==> src/rtl/ts_delay_timer.sv <==
// ts_delay_timer: prescaled multi-channel delay timer with one-cycle done pulses.
// Define TS_ELAPSED_EN to add per-channel elapsed-unit counters on port elapsed.
module ts_delay_timer #(
  parameter int CHANNELS   = 4,
  parameter int CNT_W      = 16,
  parameter int PREC_RATIO = 1000,
  parameter int PRE_W      = 10
) (
  input  logic                      clock,
  input  logic                      reset,
  input  logic [CHANNELS-1:0]       start,
  input  logic [CHANNELS*CNT_W-1:0] delay,
  input  logic [CHANNELS-1:0]       abort,
  output logic [CHANNELS-1:0]       busy,
  output logic [CHANNELS-1:0]       done,
`ifdef TS_ELAPSED_EN
  output logic [CHANNELS*CNT_W-1:0] elapsed,
`endif
  output logic                      unit_tick,
  output logic                      any_busy
);

  localparam logic [0:0] S_IDLE  = 1'b0;
  localparam logic [0:0] S_COUNT = 1'b1;

  localparam logic [PRE_W-1:0] PRE_LAST = PRE_W'(PREC_RATIO - 1);
  localparam logic [CNT_W-1:0] ONE      = CNT_W'(1);

  logic [PRE_W-1:0]    pre_q, pre_d;
  logic                tick_q, tick_d;
  logic [CHANNELS-1:0] st_q, st_d;
  logic [CHANNELS-1:0] done_q, done_d;
  logic [CNT_W-1:0]    rem_q [CHANNELS];
  logic [CNT_W-1:0]    rem_d [CHANNELS];
`ifdef TS_ELAPSED_EN
  logic [CNT_W-1:0]    ela_q [CHANNELS];
  logic [CNT_W-1:0]    ela_d [CHANNELS];
`endif

  // tick is registered so it is high while the prescaler sits at its last value
  always_comb begin
    pre_d  = (pre_q == PRE_LAST) ? '0 : pre_q + PRE_W'(1);
    tick_d = (pre_d == PRE_LAST);
  end

  always_comb begin
    st_d   = st_q;
    done_d = '0;
    for (int i = 0; i < CHANNELS; i++) begin
      rem_d[i] = rem_q[i];
`ifdef TS_ELAPSED_EN
      ela_d[i] = ela_q[i];
`endif
      case (st_q[i])
        S_IDLE: begin
          if (start[i]) begin
`ifdef TS_ELAPSED_EN
            ela_d[i] = '0;
`endif
            if (delay[i*CNT_W +: CNT_W] != '0) begin
              st_d[i]  = S_COUNT;
              rem_d[i] = delay[i*CNT_W +: CNT_W];
            end else begin
              done_d[i] = 1'b1;
            end
          end
        end
        default: begin
          // abort wins over a coincident tick; restart requests are ignored
          if (abort[i]) begin
            st_d[i]  = S_IDLE;
            rem_d[i] = '0;
          end else if (tick_q) begin
`ifdef TS_ELAPSED_EN
            ela_d[i] = ela_q[i] + ONE;
`endif
            if (rem_q[i] == ONE) begin
              st_d[i]   = S_IDLE;
              rem_d[i]  = '0;
              done_d[i] = 1'b1;
            end else begin
              rem_d[i] = rem_q[i] - ONE;
            end
          end
        end
      endcase
    end
  end

  always_ff @(posedge clock or posedge reset) begin
    if (reset) begin
      pre_q  <= '0;
      tick_q <= 1'b0;
      st_q   <= '0;
      done_q <= '0;
      for (int i = 0; i < CHANNELS; i++) begin
        rem_q[i] <= '0;
`ifdef TS_ELAPSED_EN
        ela_q[i] <= '0;
`endif
      end
    end else begin
      pre_q  <= pre_d;
      tick_q <= tick_d;
      st_q   <= st_d;
      done_q <= done_d;
      for (int i = 0; i < CHANNELS; i++) begin
        rem_q[i] <= rem_d[i];
`ifdef TS_ELAPSED_EN
        ela_q[i] <= ela_d[i];
`endif
      end
    end
  end

  assign busy      = st_q;
  assign done      = done_q;
  assign unit_tick = tick_q;
  assign any_busy  = |st_q;

`ifdef TS_ELAPSED_EN
  for (genvar g = 0; g < CHANNELS; g++) begin : g_ela
    assign elapsed[g*CNT_W +: CNT_W] = ela_q[g];
  end
`endif

endmodule

==> config.mk <==
export PLATFORM = sky130hd
export DESIGN_NAME = ts_delay_timer
export DESIGN_NICKNAME = d
export VERILOG_FILES = /design/src/rtl/ts_delay_timer.sv
export SDC_FILE = /design/constraint.sdc
export NUM_CORES = 1
export LEC_CHECK = 0
export ABC_AREA = 0
export CAP_MARGIN = 15
export CORE_UTILIZATION = 30
export CTS_CLUSTER_SIZE = 14
export DETAILED_ROUTE_END_ITERATION = 10
export DONT_BUFFER_PORTS = 1
export GPL_TIMING_DRIVEN = 1
export HOLD_SLACK_MARGIN = 0.03
export MAX_ROUTING_LAYER = met4
export PLACE_DENSITY = 0.42
export SLEW_MARGIN = 20
export SYNTH_ARGS = -nofsm -noshare
export SYNTH_HDL_FRONTEND = slang
export SYNTH_SLANG_ARGS = --single-unit
==> constraint.sdc <==
create_clock -name clock -period 3.01 [get_ports clock]
set_clock_uncertainty 0.05 [all_clocks]
set_input_delay 0.1505 -clock clock [delete_from_list [all_inputs] [get_ports clock]]
set_output_delay 0.1505 -clock clock [all_outputs]
set_load 0.005 [all_outputs]
==> flow_metrics.env <==
export IMPL_status="completed"
export IMPL_hold_depth=2
export IMPL_max_clock_freq_mhz=353
export IMPL_holdPathEnd="done[0]"
export IMPL_clockBufferDepth=2
export IMPL_critPathRequiredTime_ns=3.25
export IMPL_seq_area_frac_synth_pct=39.7
export IMPL_yosysUniqueCellTypes=69
export IMPL_r2r_cells=8
export IMPL_async_flop_share_pct=100
export IMPL_nFillCells=1772
export IMPL_initial_core_util_pct=31.1
export IMPL_num_vias=5115
export IMPL_syn_inst=612
export IMPL_period_share_pct=94.1
export IMPL_ctsHtreeMaxLevel=3
export IMPL_end_kind="flip-flop"
export IMPL_multi_input_area_um2=2870
export IMPL_synthTopCellsByArea="dfrtp_1 40%, nor2_1 3.9%, o21ai_0 3.8%"
export IMPL_cp_max_fo=2
export IMPL_r2r_start="rem_q[1]"
export IMPL_area_growth_syn_to_layout_pct=23.2
export IMPL_pin_count=84
export IMPL_gp_congestion=0.824
export IMPL_clk_insertion_delay_late_ns=0.35
export IMPL_p_leak_nw=2.54
export IMPL_period_needed_ns=2.83
export IMPL_dpl_cell_area_um2=5500
export IMPL_detail_route_antenna_nets=0
export IMPL_setup_viol=0
export IMPL_drive_gt1_share_pct=6.79
export IMPL_grt_pass1_wl_um=25700
export IMPL_worstHoldPathType="input port to flip-flop"
export IMPL_drt_initial_drc_count=322
export IMPL_route_detailed_drc=0
export IMPL_wl_per_cell_um=17.4
export IMPL_setup_tns_final_ns=0
export IMPL_min_delay_start="abort[0]"
export IMPL_tightest_slew_ns=0.891
export IMPL_critPathLaunchType="input port"
export IMPL_final_common_cell="dfrtp_1"
export IMPL_mostFrequentLayoutCells="83 x dfrtp_1, 65 x dlygate4sd3_1, 54 x nor2_1"
export IMPL_antenna_found_initial=0
export IMPL_post_synth_top_area_fraction_pct=39.7
export IMPL_synth_area_leader_cell="dfrtp_1"
export IMPL_grt_overflow=0
export IMPL_dr_pass1_iters=5
export IMPL_rsz0062_at_grt="false"
export IMPL_syn_area_um2=5230
export IMPL_cts_sinks=83
export IMPL_core_area_um2=16800
export IMPL_yosys_most_used_dff="dfrtp_1"
export IMPL_startpoint="delay[33]"
export IMPL_die_area_um2=18000
export IMPL_r2r_slack_ns=0.38
export IMPL_avgSynthCellArea_um2=8.55
export IMPL_tritoncts="yes"
export IMPL_num_rows=47
export IMPL_criticalPathCategory="input port to flip-flop"
export IMPL_dp_hpwl_um=10600
export IMPL_arrival_ns=3.07
export IMPL_synth_nets=696
export IMPL_grt_usage_pct=18.5
export IMPL_nets=757
export IMPL_yosysWarnings=0
export IMPL_power_density_nw_per_um2=635
export IMPL_grt_max_degree=45
export IMPL_wirelength_um=15600
export IMPL_diodes=0
export IMPL_max_vdd_ir_drop_mv=0.345
export IMPL_cts_buffers=9
export IMPL_clkTransAtPathRegs_ns=0.06
export IMPL_root_buffer="clkbuf_16"
export IMPL_design_area_um2=6450
export IMPL_viasPerCell=5.70
export IMPL_chipHeight_um=134
export IMPL_relSlewSlack_pct=40.3
export IMPL_grt_pass1_vias=5225
export IMPL_io_buffers=0
export IMPL_slew_violations=0
export IMPL_drv_cap=0
export IMPL_die_w_um=134
export IMPL_synth_edf_count=0
export IMPL_hold_violations=0
export IMPL_timing_rr_end="done[3]"
export IMPL_seq_area_um2=2080
export IMPL_synth_seq_cells=83
cell usage after synthesis (7+ instances only):
library cell / number
ha_1: 10
nand2_1: 34
nand2b_1: 8
or3_1: 10
o22ai_1: 23
o2bb2ai_1: 11
clkbuf_1: 20
nor4_1: 31
o21ai_0: 40
dfrtp_1: 83
nand3_1: 16
or4_1: 7
a22o_1: 15
nor2b_1: 10
inv_1: 41
nor2_1: 54
a21oi_1: 37
nor3_1: 27
a22oi_1: 18
a32oi_1: 14
state kept, by name, indices dropped and copies added (netlist names):
signal     cells
busy           4
done           4
pre_q         10
rem_q         64
unit_tick      1
cells by family after synthesis:
logic type	after synthesis	share of synthesized area [%]
flops	83	39.7
compound gates	207	27.4
mux	1	0.215
fa+ha+maj	10	2.39
xor+xnor	7	1.17
buf+inv	72	5.45
simple gates	232	23.7
cell type report:
class / count / share of cell area [%]
clock buffers: 13 / 4.04
clock inverters: 2 / 0.543
inverters: 43 / 2.52
multi-input cells: 457 / 44.5
flip-flops and latches: 83 / 32.2
well taps: 220 / 4.27
repair buffers: 79 / 11.9
worst max-delay path, cell delays in order:
cell           delay (ns)
dlygate4sd3_1        0.57
nor4_1               0.36
dlygate4sd3_1        0.62
nand4_1              0.07
dlygate4sd3_1        0.58
o22ai_1              0.16
dlygate4sd3_1        0.56
per-stage QoR:
stage,setup slack (ns),std cells,hold slack [ns],util [%],total power [mW]
2_1_floorplan,0.673,612,0.195,-,2.53
3_3_place_gp,0.648,817,0.179,32.7,2.87
3_5_place_dp,0.640,817,0.185,32.7,2.88
4_1_cts,0.294,897,0.0347,38.3,4.12
5_1_grt,0.0665,897,0.0568,38.3,4.37
6_report,0.177,897,0.0481,38.3,4.09
power by group:
part | total, mW | leakage, nW | switching (mW) | internal (mW)
registers | 1.67 | 1.04 | 0.299 | 1.37
clock network | 1.15 | 0.146 | 0.466 | 0.684
logic | 1.27 | 1.36 | 0.727 | 0.542
timing repair:
action | in CTS | in global routing
resized for setup | 0 | 0
endpoints found under the hold margin | 104 | 0
endpoints found under the setup margin | 0 | 0
hold buffers | 65 | 0
setup buffers | 0 | 0
worst max path at each step:
| stage | end |
|---|---|
| after floorplan | busy[0] |
| after global routing | done[2] |
| after detailed placement | rem_q[18] |
| after global placement | rem_q[18] |
| final | done[2] |
| after CTS | done[2] |
layer usage:
metal	global-route usage, %	vias to the layer above	part of all wire [%]	wire length, µm
li1	-	2456	-	-
met1	23.3	2495	47	7330
met2	29.2	142	46	7100
met3	3.97	22	5.2	806
met4	6.49	0	2.1	328
met5	-	-	0	0
No activity file was read; power rests on OpenSTA's default activity.
